--- src/rtl/key_pkg.sv ---
// key_pkg: definitions shared by the front-panel key conditioner.
// It provides:
//   - the per-key debounce FSM state type;
//   - symbolic indices for the three keys (Pulse, QD, CLR);
//   - the default timing and polarity constants that parameterise key_conditioner.
package key_pkg;

  typedef enum logic [1:0] {
    IDLE,
    PRESS_WAIT,
    HELD,
    RELEASE_WAIT
  } key_state_e;

  localparam int KEY_PULSE = 0;
  localparam int KEY_QD    = 1;
  localparam int KEY_CLR   = 2;

  localparam int                      NUM_KEYS_DEF         = 3;
  localparam logic [NUM_KEYS_DEF-1:0] ACTIVE_LOW_MASK_DEF  = 3'b100;
  localparam int                      DEBOUNCE_MS_DEF      = 20;
  localparam int                      REPEAT_DELAY_MS_DEF  = 500;
  localparam int                      REPEAT_PERIOD_MS_DEF = 100;

endpackage

--- src/rtl/key_debounce.sv ---
// key_debounce: conditions one key.
// The key passes through a 2-flop synchroniser and then a debounce FSM.
// The FSM produces a clean level plus single-cycle press, release and auto-repeat pulses.
// Optional feature macro: KEY_AUTOREPEAT_EN. When it is undefined, the hold counter
// does not exist and repeat_o is tied low.
// Ports:
//   clk_i     - 1 kHz clock (1 cycle = 1 ms)
//   rst_i     - synchronous active-high reset
//   key_i     - raw key, already polarity-corrected (1 = pressed), asynchronous
//   level_o   - debounced pressed state
//   press_o   - 1-cycle pulse on an accepted press
//   release_o - 1-cycle pulse on an accepted release
//   repeat_o  - 1-cycle auto-repeat pulse while held
module key_debounce
  import key_pkg::*;
#(
  parameter int DEBOUNCE_MS = DEBOUNCE_MS_DEF
`ifdef KEY_AUTOREPEAT_EN
  , parameter int REPEAT_DELAY_MS  = REPEAT_DELAY_MS_DEF
  , parameter int REPEAT_PERIOD_MS = REPEAT_PERIOD_MS_DEF
`endif
) (
  input  logic clk_i,
  input  logic rst_i,
  input  logic key_i,
  output logic level_o,
  output logic press_o,
  output logic release_o,
  output logic repeat_o
);

  // cnt runs 0..DEBOUNCE_MS-1 while waiting, so the decision edge is the
  // DEBOUNCE_MS-th FSM cycle after entering a wait state.
  localparam logic [7:0] CNT_LAST = 8'(DEBOUNCE_MS - 1);

  logic       sync1_q;
  logic       sync_q;
  key_state_e state_q;
  logic [7:0] cnt_q;
  logic       level_q;
  logic       press_q;
  logic       release_q;

`ifdef KEY_AUTOREPEAT_EN
  localparam int HOLD_MAX = (REPEAT_DELAY_MS > REPEAT_PERIOD_MS) ? REPEAT_DELAY_MS
                                                                 : REPEAT_PERIOD_MS;
  localparam int HOLD_W   = $clog2(HOLD_MAX + 1);
  localparam logic [HOLD_W-1:0] DELAY_LAST  = HOLD_W'(REPEAT_DELAY_MS - 1);
  localparam logic [HOLD_W-1:0] PERIOD_LAST = HOLD_W'(REPEAT_PERIOD_MS - 1);

  logic [HOLD_W-1:0] hold_cnt_q;
  logic              rep_armed_q;  // first repeat already issued: use period spacing
  logic              repeat_q;
  logic              rep_hit;

  assign rep_hit  = (hold_cnt_q == (rep_armed_q ? PERIOD_LAST : DELAY_LAST));
  assign repeat_o = repeat_q;
`else
  assign repeat_o = 1'b0;
`endif

  always_ff @(posedge clk_i) begin
    if (rst_i) begin
      sync1_q     <= 1'b0;
      sync_q      <= 1'b0;
      state_q     <= IDLE;
      cnt_q       <= '0;
      level_q     <= 1'b0;
      press_q     <= 1'b0;
      release_q   <= 1'b0;
`ifdef KEY_AUTOREPEAT_EN
      hold_cnt_q  <= '0;
      rep_armed_q <= 1'b0;
      repeat_q    <= 1'b0;
`endif
    end else begin
      sync1_q   <= key_i;
      sync_q    <= sync1_q;
      press_q   <= 1'b0;
      release_q <= 1'b0;
`ifdef KEY_AUTOREPEAT_EN
      repeat_q  <= 1'b0;
`endif
      case (state_q)
        IDLE: begin
          if (sync_q) begin
            state_q <= PRESS_WAIT;
            cnt_q   <= '0;
          end
        end
        PRESS_WAIT: begin
          if (!sync_q) begin
            state_q <= IDLE;
          end else if (cnt_q == CNT_LAST) begin
            state_q     <= HELD;
            press_q     <= 1'b1;
            level_q     <= 1'b1;
`ifdef KEY_AUTOREPEAT_EN
            hold_cnt_q  <= '0;
            rep_armed_q <= 1'b0;
`endif
          end else begin
            cnt_q <= cnt_q + 8'd1;
          end
        end
        HELD: begin
          if (!sync_q) begin
            state_q <= RELEASE_WAIT;
            cnt_q   <= '0;
          end
`ifdef KEY_AUTOREPEAT_EN
          else if (rep_hit) begin
            repeat_q    <= 1'b1;
            hold_cnt_q  <= '0;
            rep_armed_q <= 1'b1;
          end else if (hold_cnt_q != '1) begin
            hold_cnt_q <= hold_cnt_q + 1'b1;
          end
`endif
        end
        RELEASE_WAIT: begin
          // hold_cnt is deliberately left untouched here so a release bounce
          // only pauses the repeat timing.
          if (sync_q) begin
            state_q <= HELD;
          end else if (cnt_q == CNT_LAST) begin
            state_q     <= IDLE;
            release_q   <= 1'b1;
            level_q     <= 1'b0;
`ifdef KEY_AUTOREPEAT_EN
            hold_cnt_q  <= '0;
            rep_armed_q <= 1'b0;
`endif
          end else begin
            cnt_q <= cnt_q + 8'd1;
          end
        end
        default: state_q <= IDLE;
      endcase
    end
  end

  assign level_o   = level_q;
  assign press_o   = press_q;
  assign release_o = release_q;

endmodule

--- src/rtl/key_conditioner.sv ---
// key_conditioner: front-panel push-button conditioner for the clock/alarm/stopwatch top.
// Per key it corrects polarity, then uses one key_debounce instance.
// key_event (press | repeat) is the digit-step strobe for the top level.
// Optional feature macro: KEY_AUTOREPEAT_EN enables auto-repeat. When it is undefined,
// key_repeat is 0 and the REPEAT_* parameters are only range-checked.
// Ports:
//   clk_1khz    - sole clock, 1 kHz
//   switch_clr  - synchronous active-high reset
//   key_raw     - asynchronous raw buttons (bit 0 Pulse, 1 QD, 2 CLR)
//   key_level   - debounced pressed state, active-high
//   key_press   - 1-cycle pulse on accepted press
//   key_release - 1-cycle pulse on accepted release
//   key_repeat  - 1-cycle auto-repeat pulse
//   key_event   - key_press | key_repeat
module key_conditioner
  import key_pkg::*;
#(
  parameter int                  NUM_KEYS         = NUM_KEYS_DEF,
  parameter logic [NUM_KEYS-1:0] ACTIVE_LOW_MASK  = NUM_KEYS'(ACTIVE_LOW_MASK_DEF),
  parameter int                  DEBOUNCE_MS      = DEBOUNCE_MS_DEF,
  parameter int                  REPEAT_DELAY_MS  = REPEAT_DELAY_MS_DEF,
  parameter int                  REPEAT_PERIOD_MS = REPEAT_PERIOD_MS_DEF
) (
  input  logic                clk_1khz,
  input  logic                switch_clr,
  input  logic [NUM_KEYS-1:0] key_raw,
  output logic [NUM_KEYS-1:0] key_level,
  output logic [NUM_KEYS-1:0] key_press,
  output logic [NUM_KEYS-1:0] key_release,
  output logic [NUM_KEYS-1:0] key_repeat,
  output logic [NUM_KEYS-1:0] key_event
);

  // The 8-bit debounce counter limits DEBOUNCE_MS.
  if (DEBOUNCE_MS < 2 || DEBOUNCE_MS > 255) begin : g_bad_debounce
    $error("key_conditioner: DEBOUNCE_MS must be 2..255");
  end
  if (REPEAT_DELAY_MS < 1 || REPEAT_PERIOD_MS < 1) begin : g_bad_repeat
    $error("key_conditioner: REPEAT_* must be >= 1");
  end

  logic [NUM_KEYS-1:0] key_act;

  assign key_act = key_raw ^ ACTIVE_LOW_MASK;

  for (genvar k = 0; k < NUM_KEYS; k++) begin : g_key
    key_debounce #(
      .DEBOUNCE_MS(DEBOUNCE_MS)
`ifdef KEY_AUTOREPEAT_EN
      , .REPEAT_DELAY_MS(REPEAT_DELAY_MS)
      , .REPEAT_PERIOD_MS(REPEAT_PERIOD_MS)
`endif
    ) u_deb (
      .clk_i    (clk_1khz),
      .rst_i    (switch_clr),
      .key_i    (key_act[k]),
      .level_o  (key_level[k]),
      .press_o  (key_press[k]),
      .release_o(key_release[k]),
      .repeat_o (key_repeat[k])
    );
  end

  assign key_event = key_press | key_repeat;

endmodule

--- config.mk ---
export PLATFORM = sky130hd
export DESIGN_NAME = key_conditioner
export DESIGN_NICKNAME = d
export VERILOG_FILES = /design/src/rtl/key_pkg.sv /design/src/rtl/key_debounce.sv /design/src/rtl/key_conditioner.sv
export SDC_FILE = /design/constraint.sdc
export NUM_CORES = 1
export LEC_CHECK = 0
export ABC_AREA = 1
export ABC_CLOCK_PERIOD_IN_PS = 1400
export CAP_MARGIN = 20
export CORE_UTILIZATION = 51
export DETAILED_ROUTE_END_ITERATION = 8
export PLACE_DENSITY = 0.79
export RECOVER_POWER = 25
export SYNTH_ARGS = -nofsm -noshare
export SYNTH_HDL_FRONTEND = slang
export SYNTH_SLANG_ARGS = --single-unit
--- constraint.sdc ---
create_clock -name clk_1khz -period 1.4 [get_ports clk_1khz]
set_clock_uncertainty 0.1 [all_clocks]
set_input_delay 0.28 -clock clk_1khz [delete_from_list [all_inputs] [get_ports clk_1khz]]
set_output_delay 0.28 -clock clk_1khz [all_outputs]
set_load 0.01 [all_outputs]
**After elaboration in Yosys (flattened, before gate mapping)**

Cells that the tools add are included.

- Register bits after elaboration: 45
- Word-level logic and storage cells: 148

- Add/sub/neg operators: 3
- Eq/ne operators: 36
- Multiplexer cells: 57
- Bitwise logic cells: 10
- Reductions and logical operators: 21

Operator list:

| kind | number |
|---|---|
| 2-to-1 mux 8 bit | 15 |
| one-hot mux 8 bit (4 select lines) | 3 |
| 2-to-1 mux 2 bit | 18 |
| adder 8 x 1 -> 8 bit, second input constant | 3 |
| equality test 8 x 5 -> 1 bit, second input constant | 3 |
| inequality test 2 x 1 -> 1 bit, second input constant | 12 |
| one-hot mux 2 bit (4 select lines) | 3 |
| AND reduction 4 bit | 6 |
| OR reduction 3 bit | 6 |
| 2-to-1 mux 1 bit | 15 |
| AND reduction 5 bit | 3 |
| equality test 2 bit, second input constant | 6 |
| inequality test 2 bit, second input constant | 6 |
| inverter 1 bit | 10 |
| inequality test 3 x 1 -> 1 bit, second input constant | 3 |
| inequality test 3 bit, second input constant | 3 |
| equality test 2 x 1 -> 1 bit, second input constant | 3 |
| logical NOT 2 bit | 3 |
| one-hot mux 1 bit (2 select lines) | 3 |
| nonzero test 2 bit | 3 |

**Longest topological paths before layout**

Gate-level depths: netlist of run 1.

- Word-level depth: 4
- Gate-level depth with buffers: 10

**Hierarchy**

A second synthesis of run 1 with hierarchy kept.

- Cell total of the unflattened synthesis: 361
- Area, all modules: 2,357.3 µm²

Modules (own cells, without submodules):

| module | times used | cells an instance | area each (µm²) | sequential area each (µm²) |
|---|---|---|---|---|
| key_debounce | 3 | 117 | 773.2 | 300.3 |
| key_conditioner | 1 | 10 | 37.5 | 0.0 |

**Worst setup path after synthesis of run 1**

OpenSTA, ideal clock, no wires.

- Path type: flip-flop to flip-flop
- Start point: reg g_key[0].u_deb.cnt_q[0]
- End point: reg g_key[0].u_deb.cnt_q[5]
- Library setup time: 0.128 ns
- Data arrival time: 1.237 ns
- Slack: -0.064 ns
- Cell stages (with the launch flop): 9
- Path buffers: 0
- Clock period less this slack: 1.464 ns
- Cell sequence: dfxtp_1 -> ha_1 -> inv_1 -> nor2_2 -> nand3_2 -> nand2_4 -> nor2_1 -> nor2_1 -> nor2_1

- Longest elaborated chain between the ends: 4
- Elaborated cells on any way between the ends: 6

Ends and longest elaborated chain:

| element | RTL line | source |
|---|---|---|
| from (decl) | key_debounce.sv:39 | `logic [7:0] cnt_q;` |
| from (signal assigned) | key_debounce.sv:103 | `cnt_q <= cnt_q + 8'd1;` |
| from (signal assigned) | key_debounce.sv:135 | `cnt_q <= cnt_q + 8'd1;` |
| adder 8 x 1 -> 8 bit or equality test 8 x 5 -> 1 bit (tied branches) | - |  |
| 2-to-1 mux 8 bit (*) | key_debounce.sv:94, key_debounce.sv:126 |  |
| 2-to-1 mux 8 bit (on tied branches) | key_debounce.sv:124, key_debounce.sv:92 |  |
| one-hot mux 8 bit (4 select lines) (*) | key_debounce.sv:84 | `case (state_q)` |

Mark *: on every way between the ends. The rest lies on a longest branch, timed or not. The select of a mux whose other input is x is not followed.
A chain may end at the register's enable or synchronous reset.

**Worst setup path in the final report of run 1**

- Start point: reg g_key[0].u_deb.cnt_q[0]
- End point: reg g_key[0].u_deb.cnt_q[3]

Same word-level chain as after synthesis.

==> results of run 1 <==
[worst register-to-register path, delay by kind of cell, from the launching register on]
family | cells | cell delay, ns
and+or+nand+nor | 3 | 0.41
buffers and inverters | 2 | 0.21
adders and majority gates | 1 | 0.16
DFF | 1 | 0.36
AOI/OAI and AO/OA | 1 | 0.06
[path summary, 6_finish.rpt]
kind	from	endpoint	slack [ns]	cells past startpoint
max reg2reg	g_key[0].u_deb.cnt_q[0]	g_key[0].u_deb.cnt_q[3]	0.007	7
min	g_key[0].u_deb.sync1_q	g_key[0].u_deb.sync_q	0.30	2
max	g_key[0].u_deb.cnt_q[0]	g_key[0].u_deb.cnt_q[3]	0.007	7
min reg2reg	g_key[0].u_deb.sync1_q	g_key[0].u_deb.sync_q	0.30	2
[cells in the final DEF (no fill, tap or decap), types with 3 or more instances in the layout]
cell type and instances:
a21oi_1 13, a21oi_2 4, buf_4 31, buf_6 4, clkbuf_8 5, clkdlybuf4s50_1 4
conb_1 3, dfxtp_1 33, dfxtp_2 12, dlygate4sd2_1 12, ha_4 3, inv_1 38
inv_2 7, inv_4 3, nand2_1 61, nand2_2 4, nand2_4 4, nand3_1 19
nand3_2 5, nand4_1 8, nor2_1 46, nor2_2 10, nor2_4 6, o21ai_0 6
o21ai_1 3
[metrics by stage]
step	instance area, sq um	total power (W)	TNS (ns)	hold slack (ns)	cells
after global routing	2910	0.00234	-0.830	0.315	417
final	2910	0.00224	0	0.303	417
after global placement	2590	0.00145	-0.259	0.289	406
after CTS	2730	0.00225	0	0.304	417
after floorplan	2250	0.00141	0	0.247	326
after detailed placement	2590	0.00145	-0.939	0.295	406
[timing repair]
action | 4_1_cts | 5_1_grt
buffers inserted | 1 | 0
endpoints found under the setup margin | 43 | 32
resized for setup | 27 | 60
pin swaps | 7 | 25
gates cloned | 2 | 0
[sequential cells by signal (all words and copies together), names as in the netlist, named ones only]
signal and flops:
g_key.u_deb.cnt_q 24, g_key.u_deb.level_o 3, g_key.u_deb.sync_q 3, g_key.u_deb.sync1_q 3
g_key.u_deb.release_o 3, g_key.u_deb.state_q 3, g_key.u_deb.press_o 3
[cell usage after synthesis]
library cell  instances  area [sq um]
buf_1                 2          7.51
and2_1                1          6.26
buf_4                15           113
o21bai_1              2          15.0
clkbuf_1              1          3.75
conb_1                1          3.75
buf_6                 1          11.3
dfxtp_1              45           901
nand2_2               2          12.5
inv_2                 1          3.75
xnor2_1               1          8.76
nand4_1               8          50.1
nor2_1               60           225
inv_4                 1          6.26
o21ai_1               1          5.00
xor2_2                1          16.3
o21ai_0              10          50.1
a21oi_1              17          85.1
nand3_1              22           110
buf_2                 1          5.00
nor3_1                3          15.0
nor2_4                1          11.3
nor2_2                1          6.26
nor4_1                2          12.5
and3_1                1          6.26
inv_1                46           173
or2_2                 1          6.26
nand3_2               3          30.0
o21bai_2              1          11.3
xor2_1                2          17.5
ha_1                  3          37.5
nand2_1              65           244
nand2_4               2          22.5
[logic make-up after synthesis]
| kind of cell | count (synthesis) |
|---|---|
| flip-flops | 45 |
| AND/OR/NAND/NOR | 172 |
| other | 1 |
| buffers and inverters | 68 |
| adder cells (fa/ha/maj) | 3 |
| XOR/XNOR | 4 |
| AO/OA/AOI/OAI | 31 |
[layer usage]
metal / GRT usage [%] / vias up / wire [um]
met1: 27.1 / 939 / 2180
met5: 0 / - / 0
met2: 40.7 / 53 / 2460
met4: 7.81 / 0 / 46
li1: - / 1076 / -
met3: 5.00 / 4 / 203
[cell type report]
cell class	count	area, sq um	area share (%)
inverter	48	188	6.46
clock inverter	3	17.5	0.603
sequential	45	916	31.5
multi-input combinational	215	1230	42.3
tap	50	62.6	2.15
timing repair buffer	51	423	14.6
clock buffer	5	68.8	2.37
[power breakdown]
group          internal, W  switching, W
clock network     0.000345      0.000449
logic            0.0000565     0.0000831
registers          0.00129     0.0000104
total              0.00169      0.000542
==> results.md, run 1 <==
| Metric | Reported | Unit |
|---|---|---|
| Global placer's final weighted congestion | 0.876 | - |
| Post-synthesis mux area share | 0 | % |
| Floorplan die width | 68.2 | um |
| Routed wire length | 4890 | um |
| Clock transition time at the flip-flop clock pins of the worst setup and hold paths | 0.08 | ns |
| Synthesis Warnings | 0 | - |
| Number of top-level pins | 20 | - |
| Combinational family with the most area after synthesis | simple AND/OR/NAND/NOR gates | - |
| Status | finished clean | - |
| Vertical die dimension | 68.2 | um |
| Worst skew pair latency | 0.30 | ns |
| Mean instance size in the synthesized netlist | 6.89 | sq um |
| Crit path launch type | flip-flop | - |
| Antenna violations before repair | 0 | - |
| Final setup slack of the worst path | 0.00699 | ns |
| Critical path class | flip-flop to flip-flop | - |
| Leakage | 1.23 | nW |
| Hold-fix buffer count after cts | 0 | - |
| Fraction of synthesized cell area in xor and xnor cells | 1.91 | % |
| First-pass GRT wire length | 7920 | um |
| Power density of the placed cells | 770 | mW/mm^2 |
| Post-synth cell types | 33 | - |
| Share of the clock period used by the worst path | 99.5 | % |
| HPWL after DPL | 3400 | um |
| Post-Synthesis Cells | 324 | - |
| Classification of the worst-slack hold path | flip-flop to flip-flop | - |
| Required time worst endpoint | 1.50 | ns |
| Total number of clock tree sinks | 45 | - |
| Final number of max-transition violations | 0 | - |
| Synthesized flop and latch total | 45 | - |
| Type of destination of the critical path | flip-flop | - |
| Post-route antenna net violation count | 0 | - |
| Via count of the first global-routing pass | 1892 | - |
| Slowest cell on the critical path | dfxtp_2 | - |
| Count of antenna diodes in the layout | 0 | - |
| Max incr delay on CP | 0.36 | ns |
| Simple logic cell fraction of the synthesized area | 34.0 | % |
| Worst setup slack after placement | -0.108 | ns |
| Number of fill cells in the layout | 329 | - |
| Total number of placement rows | 23 | - |
| Area added between synthesis and finish | 30.2 | % |
| Buffer levels on the longest clock path | 2 | - |
| Maximum fanout along the worst path | 7 | - |
| Core Footprint | 0.00409 | sq mm |
| Average detailed-routed wire length per instance | 11.7 | um |
| Unrepaired setup endpoints after global routing | yes | - |
| Number of buffers inserted by port buffering | 16 | - |
| Fmax | 718 | MHz |
| Cell Area, Synth | 0.00223 | sq mm |
| Pin count of the biggest net entering global routing | 16 | - |
| Fraction of the mapped netlist area in adder cells | 1.68 | % |
| Max-capacitance violation count | 0 | - |
| Initial DRT Pass Iterations | 4 | - |
| Final critical delay including setup and external delays | 1.39 | ns |
| Critical path, cell by cell | ha_4 > inv_4 > nor2_4 > nand3_4 > buf_6 > nand3_1 > a21oi_2 | - |
| Final layout net count | 374 | - |
| Sequential element share of the synthesized area | 40.4 | % |
| Worst voltage drop across the vdd grid | 512 | uV |
| Starting utilization of the core area | 54.6 | % |
| Global-route usage over all layers | 23.0 | % |
| Drt initial violations | 122 | - |
| Total via count after detailed routing | 2072 | - |
| Count of unresolved DRC violations after routing | 0 | - |
| H-tree levels | 2 | - |
| Fraction of final layout cells sized beyond drive strength 1 | 30.5 | % |
| Data arrival time of the critical path | 1.49 | ns |
| Setup violation total in the final timing report | 0 | - |
| Gr ovfl total | 0 | - |
| Total die area | 0.00465 | sq mm |
| Number of buffer and inverter instances along the worst setup path | 2 | - |
| TritonCTS clock tree | yes | - |
| Endpoints failing hold | 0 | - |
| Via-per-instance ratio | 4.97 | - |
| Number of buffers added by the clock tree synthesis step | 5 | - |
| Core Util, Final | 71.1 | % |
| Synthesized-area fraction occupied by ao, oa, aoi and oai cells | 7.46 | % |
| Family of cells with the greatest summed delay on the critical path | simple AND/OR/NAND/NOR gates | - |
| CTS root buf | clkbuf_8 | - |
No activity file was read; power rests on OpenSTA's default activity.
==> run 2, diff against run 1 <==
--- a/config.mk
+++ b/config.mk
@@ -10,6 +10,7 @@
 export CAP_MARGIN = 20
 export CORE_UTILIZATION = 51
 export DETAILED_ROUTE_END_ITERATION = 8
+export GPL_TIMING_DRIVEN = 0
 export PLACE_DENSITY = 0.79
 export RECOVER_POWER = 25
 export SYNTH_ARGS = -nofsm -noshare
==> run 2 against run 1 <==
  * The run now ends with setup timing left
  * Fmax decreased by 5.4%
  * Cell count grew 2.2%
  * Total power rose by 6.1%
  * Combinational power up 15%
  * Non-clock buffer count grew 10
  * Wire length increased by 21%
  * Hold slack got worse by 0.090 ns
  * Critical path depth rose by 3
  * Sequential power about the same
  * Via count is 11% higher
  * Setup slack lost 0.079 ns
  * Flip-flop and latch count unchanged
  * Critical path type unchanged
  * Largest cell class unchanged
  * Highest routed layer unchanged
==> results.md, run 2 (same netlist as run 1, synthesis figures left out) <==
| Metric | Reported | Unit | Delta |
|---|---|---|---|
| Most frequent cells in the layout | nand2_1 (58), nor2_1 (43), inv_1 (38) | - |  |
| Starting utilization of the core area | 54.6 | % | unchanged |
| Worst min-delay path startpoint | switch_clr | - |  |
| Fmax | 679 | MHz | -5.4% |
| Most common library cell in the layout ignoring fill and taps | nand2_1 | - |  |
| Violated checks | setup timing | - |  |
| Power density of the placed cells | 772 | mW/mm^2 | +0.35% |
| Worst-case hold path end point | g_key[2].u_deb.state_q[0] | - |  |
| H-tree levels | 2 | - | unchanged |
| Data arrival time of the critical path | 1.61 | ns | +0.12 ns |
| Clock transition time at the flip-flop clock pins of the worst setup and hold paths | 0.08 | ns | about the same |
| Gr ovfl total | 0 | - | unchanged |
| Endpoints failing hold | 0 | - | unchanged |
| Worst slew margin relative to its limit | 57.4 | % |  |
| Unrepaired setup endpoints after global routing | yes | - |  |
| Average detailed-routed wire length per instance | 13.9 | um | +19% |
| Global-route track usage on met2 | 42.4 | % | +1.7 points |
| Hold WS | 0.213 | ns | -0.0898 ns |
| Share of the clock period used by the worst path | 105 | % | +5.6 points |
| Via-per-instance ratio | 5.38 | - | +8.4% |
| Number of stages on the worst hold path | 2 | - | unchanged |
| Post-route antenna net violation count | 0 | - | unchanged |
| Multi-input gate area | 0.00125 | sq mm | +1.8% |
| Worst skew pair latency | 0.31 | ns | about the same |
| End of the worst register-to-register path | g_key[1].u_deb.cnt_q[7] | - |  |
| R2R cell count | 10 | - | +3 |
| R2R Setup Slk | -0.07 | ns | -0.08 ns |
| Count of antenna diodes in the layout | 0 | - | unchanged |
| Floorplan die width | 68.2 | um | unchanged |
| Met3 global-route usage | 6.17 | % | +1.2 points |
| Routed wire length | 5940 | um | +21% |
| Largest reg by FF count | g_key.u_deb.cnt_q | - |  |
| Global-route usage over all layers | 24.4 | % | +1.4 points |
| Via count of the first global-routing pass | 1978 | - | +4.5% |
| Final number of max-transition violations | 0 | - | unchanged |
| Final setup slack of the worst path | -0.0721 | ns | -0.0791 ns |
| Final layout net count | 383 | - | +2.4% |
| Total die area | 0.00465 | sq mm | unchanged |
| Fraction of final layout cells sized beyond drive strength 1 | 35.4 | % | +4.9 points |
| Leakage | 1.26 | nW | +2.1% |
| Initial DRT Pass Iterations | 5 | - | +1 |
| Total number of placement rows | 23 | - | unchanged |
| Number of buffers inserted by port buffering | 15 | - | -1 |
| Number of fill cells in the layout | 274 | - | -17% |
| Status | finished with violations | - |  |
| Global placer's final weighted congestion | 0.908 | - | +3.6% |
| Drt initial violations | 148 | - | +21% |
| Vertical die dimension | 68.2 | um | unchanged |
| Number of buffers added by the clock tree synthesis step | 5 | - | unchanged |
| Global routing's busiest layer | met2 | - |  |
| Maximum fanout along the worst path | 4 | - | -3 |
| Area added between synthesis and finish | 37.7 | % |  |
| Required time worst endpoint | 1.54 | ns | +0.04 ns |
| First-pass GRT wire length | 8250 | um | +4.1% |
| CTS root buf | clkbuf_8 | - |  |
| TritonCTS clock tree | yes | - |  |
| Max-capacitance violation count | 0 | - | unchanged |
| Critical path class | flip-flop to flip-flop | - |  |
| Total via count after detailed routing | 2294 | - | +11% |
| Number of flip-flops in the largest register | 24 | - | unchanged |
| Crit path launch type | flip-flop | - |  |
| Combined flip-flop and latch cell area | 925 | sq um | +0.96% |
| Antenna violations before repair | 0 | - | unchanged |
| HPWL after DPL | 3050 | um | -10% |
| Count of unresolved DRC violations after routing | 0 | - | unchanged |
| Setup violation total in the final timing report | 13 | - | +13 |
| Core Footprint | 0.00409 | sq mm | unchanged |
| Transition at the pin with the smallest max-transition slack | 0.639 | ns |  |
| Routing usage on met1 | 26.9 | % | -0.14 points |
| Core Util, Final | 75.2 | % | +4.1 points |
| Type of destination of the critical path | flip-flop | - |  |
| Number of top-level pins | 20 | - | unchanged |
| Setup tns final | -0.442 | ns | -0.442 ns |
| Total number of clock tree sinks | 45 | - | unchanged |
| Classification of the worst-slack hold path | input pin to flip-flop | - |  |
| Final critical delay including setup and external delays | 1.47 | ns | +0.0791 ns |
| Worst voltage drop across the vdd grid | 605 | uV | +18% |
| Buffer levels on the longest clock path | 2 | - | unchanged |
| Pin count of the biggest net entering global routing | 14 | - | -2 |
## run 2: timing repair
item                       CTS  global route
setup buffers               17             8
gates resized for setup     44            77
pin swaps                    7            28
setup endpoints to repair   44            43
cloned                       2             0
hold endpoints to repair     0             0
hold buffers                 0             0
## run 2: per-stage QoR
step	cells	setup slack, ns	total power, W	instance area (sq um)
floorplan	326	0.00161	0.00141	2250
global placement	391	-0.149	0.00144	2470
detailed placement	391	-0.170	0.00144	2470
CTS	418	0.000273	0.00234	2810
global route	426	-0.147	0.00245	3070
finish	426	-0.0721	0.00237	3070
## run 2: metal layers
| layer | routed length [um] | share of wire [%] | vias to the layer above |
|---|---|---|---|
| met3 | 344 | 5.8 | 22 |
| met1 | 2450 | 41 | 1076 |
| li1 | - | - | 1101 |
| met2 | 2970 | 50 | 95 |
| met5 | 0 | 0 | - |
| met4 | 172 | 2.9 | 0 |
## run 2: area by class of cell
| cell class | instances | area share, % |
|---|---|---|
| buffer | 20 | 4.68 |
| clock buffer | 7 | 3.14 |
| clock inverter | 1 | 0.163 |
| inverter | 48 | 6.27 |
| multi-input combinational | 214 | 40.8 |
| sequential | 45 | 30.1 |
| tap | 50 | 2.04 |
| timing repair buffer | 41 | 12.9 |
## run 2: how the worst max path moves through the flow
| stage | startpoint | endpoint | slack, ns | depth (start not counted) |
|---|---|---|---|---|
| finish | flip-flop | g_key[1].u_deb.cnt_q[7] | -0.07 | 10 |
| detailed placement | g_key[1].u_deb.cnt_q[0] | g_key[1].u_deb.cnt_q[3] | -0.17 | 9 |
| global route | g_key[2].u_deb.cnt_q[2] | g_key[2].u_deb.cnt_q[7] | -0.15 | 8 |
| global placement | g_key[0].u_deb.cnt_q[0] | g_key[0].u_deb.cnt_q[5] | -0.15 | 8 |
| CTS | g_key[1].u_deb.cnt_q[0] | g_key[1].u_deb.press_o | 0.0003 | 6 |
| floorplan | g_key[0].u_deb.cnt_q[0] | g_key[0].u_deb.cnt_q[0] | 0.002 | 7 |
## run 2: worst max-delay path, stage by stage (launching register included)
cell,delay (ns)
dfxtp_2,0.37
inv_1,0.08
nor2_2,0.16
nor2_2,0.07
inv_2,0.08
buf_12,0.12
buf_4,0.12
nand3_2,0.07
nand2_1,0.07
nand2_1,0.05
nor2_1,0.12
## run 2: report_power, final
part / total [W] / internal, W / switching [W]
clock network: 0.000910 / 0.000447 / 0.000463
logic: 0.000161 / 0.0000644 / 0.0000964
registers: 0.00130 / 0.00129 / 0.0000130
==> RTL edit, RTL diff (flow settings as in run 1) <==
Put a register stage on the output `key_press`, without a reset. The value now appears one clock later. The other outputs are not delayed to match. Comments in the files are not updated.
--- a/src/rtl/key_conditioner.sv
+++ b/src/rtl/key_conditioner.sv
@@ -31,6 +31,8 @@
   output logic [NUM_KEYS-1:0] key_event
 );
 
+  logic [NUM_KEYS-1:0] key_press_d;
+
   // The 8-bit debounce counter limits DEBOUNCE_MS.
   if (DEBOUNCE_MS < 2 || DEBOUNCE_MS > 255) begin : g_bad_debounce
     $error("key_conditioner: DEBOUNCE_MS must be 2..255");
@@ -55,13 +57,17 @@
       .rst_i    (switch_clr),
       .key_i    (key_act[k]),
       .level_o  (key_level[k]),
-      .press_o  (key_press[k]),
+      .press_o  (key_press_d[k]),
       .release_o(key_release[k]),
       .repeat_o (key_repeat[k])
     );
   end
 
-  assign key_event = key_press | key_repeat;
+  assign key_event = key_press_d | key_repeat;
+
+  always_ff @(posedge clk_1khz) begin
+      key_press <= key_press_d;
+  end
 
 endmodule
 
Function: same outputs for any inputs over 10 cycles, from zero or initial values; that may be too few to reach the edited logic, so the function may still have changed.
==> RTL edit against run 1 <==
  * The flow now finishes with violations (setup timing)
  * Non-clock buffer count grew 10
  * Utilization rose by 3.1 points
  * Routed wire length is 3.8% higher
  * Setup slack worse by 0.027 ns
  * Largest cell class unchanged
  * Highest routed layer unchanged
  * Sequential cell count rose by 3
  * Total power increased by 7.8%
  * Synthesized area grew 1.2%
  * Count of clock-buffer cells in the layout is 2 higher
  * Cell area grew 5.0%
==> RTL edit: results (changes against run 1) <==
- Status: finished, violations left
- Violated checks: setup timing
- RR Startpoint: g_key[0].u_deb.cnt_q[2]
- Worst-path clk slew: 0.09 ns
- Global-route wire length before repair: 7.900 mm (-0.27%)
- Largest cells by area after synthesis: dfxtp_1, nand2_1, nor2_1
- Initial antenna violation count: 0 (unchanged)
- CP Max Fanout: 5 (-2)
- Share of post-route cells with drive strength above 1: 30.19% (-0.33 points)
- Post-Layout Cell Count: 421 (+0.96%)
- P_sw: 528.1 µW (-2.6%)
- Post-DP HPWL: 3.214 mm (-5.5%)
- Root buffer cell: clkbuf_8
- Peak supply drop: 0.0005971 V (+17%)
- Syn_area_per_cell: 7.061 µm² (+2.5%)
- WHS: 0.2514 ns (-0.05149 ns)
- Final setup violation count: 3 (+3)
- Post-layout net count: 379 (+1.3%)
- Seq/Total Area, Yosys: 42.52% (+2.2 points)
- Synth unique cells: 29 (-12%)
- Hold path depth: 0 (-2)
- GRT Total Usage: 22.51% (-0.47 points)
- DR iter-0 viols: 87 (-29%)
- Maximum number of pins on one net before global-route repair: 17 (+1)
- Setup TNS: -0.02224 ns (-0.02224 ns)
- Post-Route WL: 5.082 mm (+3.8%)
- N_diodes: 0 (unchanged)
- Placer's final routability congestion estimate: 0.9288 (+6.0%)
- Drt first pass iters: 4 (unchanged)
- Pleak: 1.312 nW (+6.5%)
- # port buffers: 16 (unchanged)
- Number of global-route vias before repair: 1965 (+3.9%)
- Hold Path Origin: g_key[2].u_deb.press_o
- Placed insts: 411 (+1.2%)
- Synth cell count leaders: nand2_1, nor2_1, dfxtp_1
- Worst reg2reg path depth: 6 (-1)
- Post-DP Area: 2691 µm² (+3.8%)
- Worst-skew pair later-pin latency: 0.30 ns (about the same)
- Routed vias: 2138 (+3.2%)
- Worst stage delay on the critical path: 0.32 ns (-0.04 ns)
- Min-Delay Endpoint: key_press[2]
- Fin worst setup slack: -0.01974 ns (-0.02673 ns)
- Ys Warns: 0 (unchanged)
- Worst slack, placed: -0.09240 ns (+0.01597 ns)
-- RTL edit: cell types whose count changed after synthesis, moves of 3 or more --
cell | before | now
buf_4 | 15 | 12
nand2_1 | 65 | 61
inv_1 | 46 | 40
nand3_1 | 22 | 28
nor3b_1 | 0 | 3
dfxtp_1 | 45 | 48
-- RTL edit: power groups by stage --
stage	registers (mW)	clock network [mW]	logic (mW)
2_1_floorplan	1.42	0	0.0737
3_3_place_gp	1.42	0	0.126
3_5_place_dp	1.42	0	0.129
4_1_cts	1.39	0.905	0.133
5_1_grt	1.39	0.948	0.161
6_report	1.39	0.871	0.148
-- RTL edit: area by class of cell --
class | count | area [µm²]
multi-input combinational | 213 | 1257
inverter | 42 | 157.7
sequential | 48 | 973.4
clock buffer | 7 | 96.34
fill | 286 | 1064
tap | 50 | 62.56
timing repair buffer | 61 | 504.2
-- RTL edit: cell families (layout without fill, tap and decap cells) --
logic type / count (synthesis) / count (layout) / share of synthesized area (%)
simple gates: 177 / 177 / 34.33
buf+inv: 61 / 110 / 12.96
flops: 48 / 48 / 42.52
compound gates: 28 / 28 / 6.423
fa+ha+maj: 3 / 3 / 1.661
xor+xnor: 2 / 2 / 1.938
other cells: 1 / 3 / 0.1660
-- RTL edit: per-layer routing --
| metal | GRT usage [%] | wire [µm] | up-vias |
|---|---|---|---|
| met1 | 25.25 | 2130 | 972 |
| li1 | - | - | 1092 |
| met3 | 4.605 | 179 | 16 |
| met2 | 40.56 | 2576 | 58 |
| met4 | 10.16 | 195 | 0 |
| met5 | 0 | 0 | - |
-- RTL edit: worst max path at each step --
stage / from / cells past startpoint / slack (ns) / endpoint
final: g_key[0].u_deb.cnt_q[2] / 6 / -0.02 / flip-flop
after global placement: switch_clr / 6 / -0.08 / g_key[2].u_deb.cnt_q[2]
after CTS: g_key[0].u_deb.cnt_q[0] / 8 / -0.01 / g_key[0].u_deb.cnt_q[1]
after global routing: g_key[0].u_deb.cnt_q[2] / 8 / -0.08 / g_key[0].u_deb.cnt_q[5]
after floorplan: g_key[1].u_deb.cnt_q[1] / 9 / 0.02 / g_key[1].u_deb.cnt_q[3]
after detailed placement: switch_clr / 6 / -0.09 / g_key[2].u_deb.cnt_q[3]
-- RTL edit: timing repair --
| action | in CTS | in global routing |
|---|---|---|
| endpoints found under the setup margin | 36 | 30 |
| pin swaps | 10 | 21 |
| gates resized for setup | 32 | 55 |
| setup buffers | 0 | 3 |
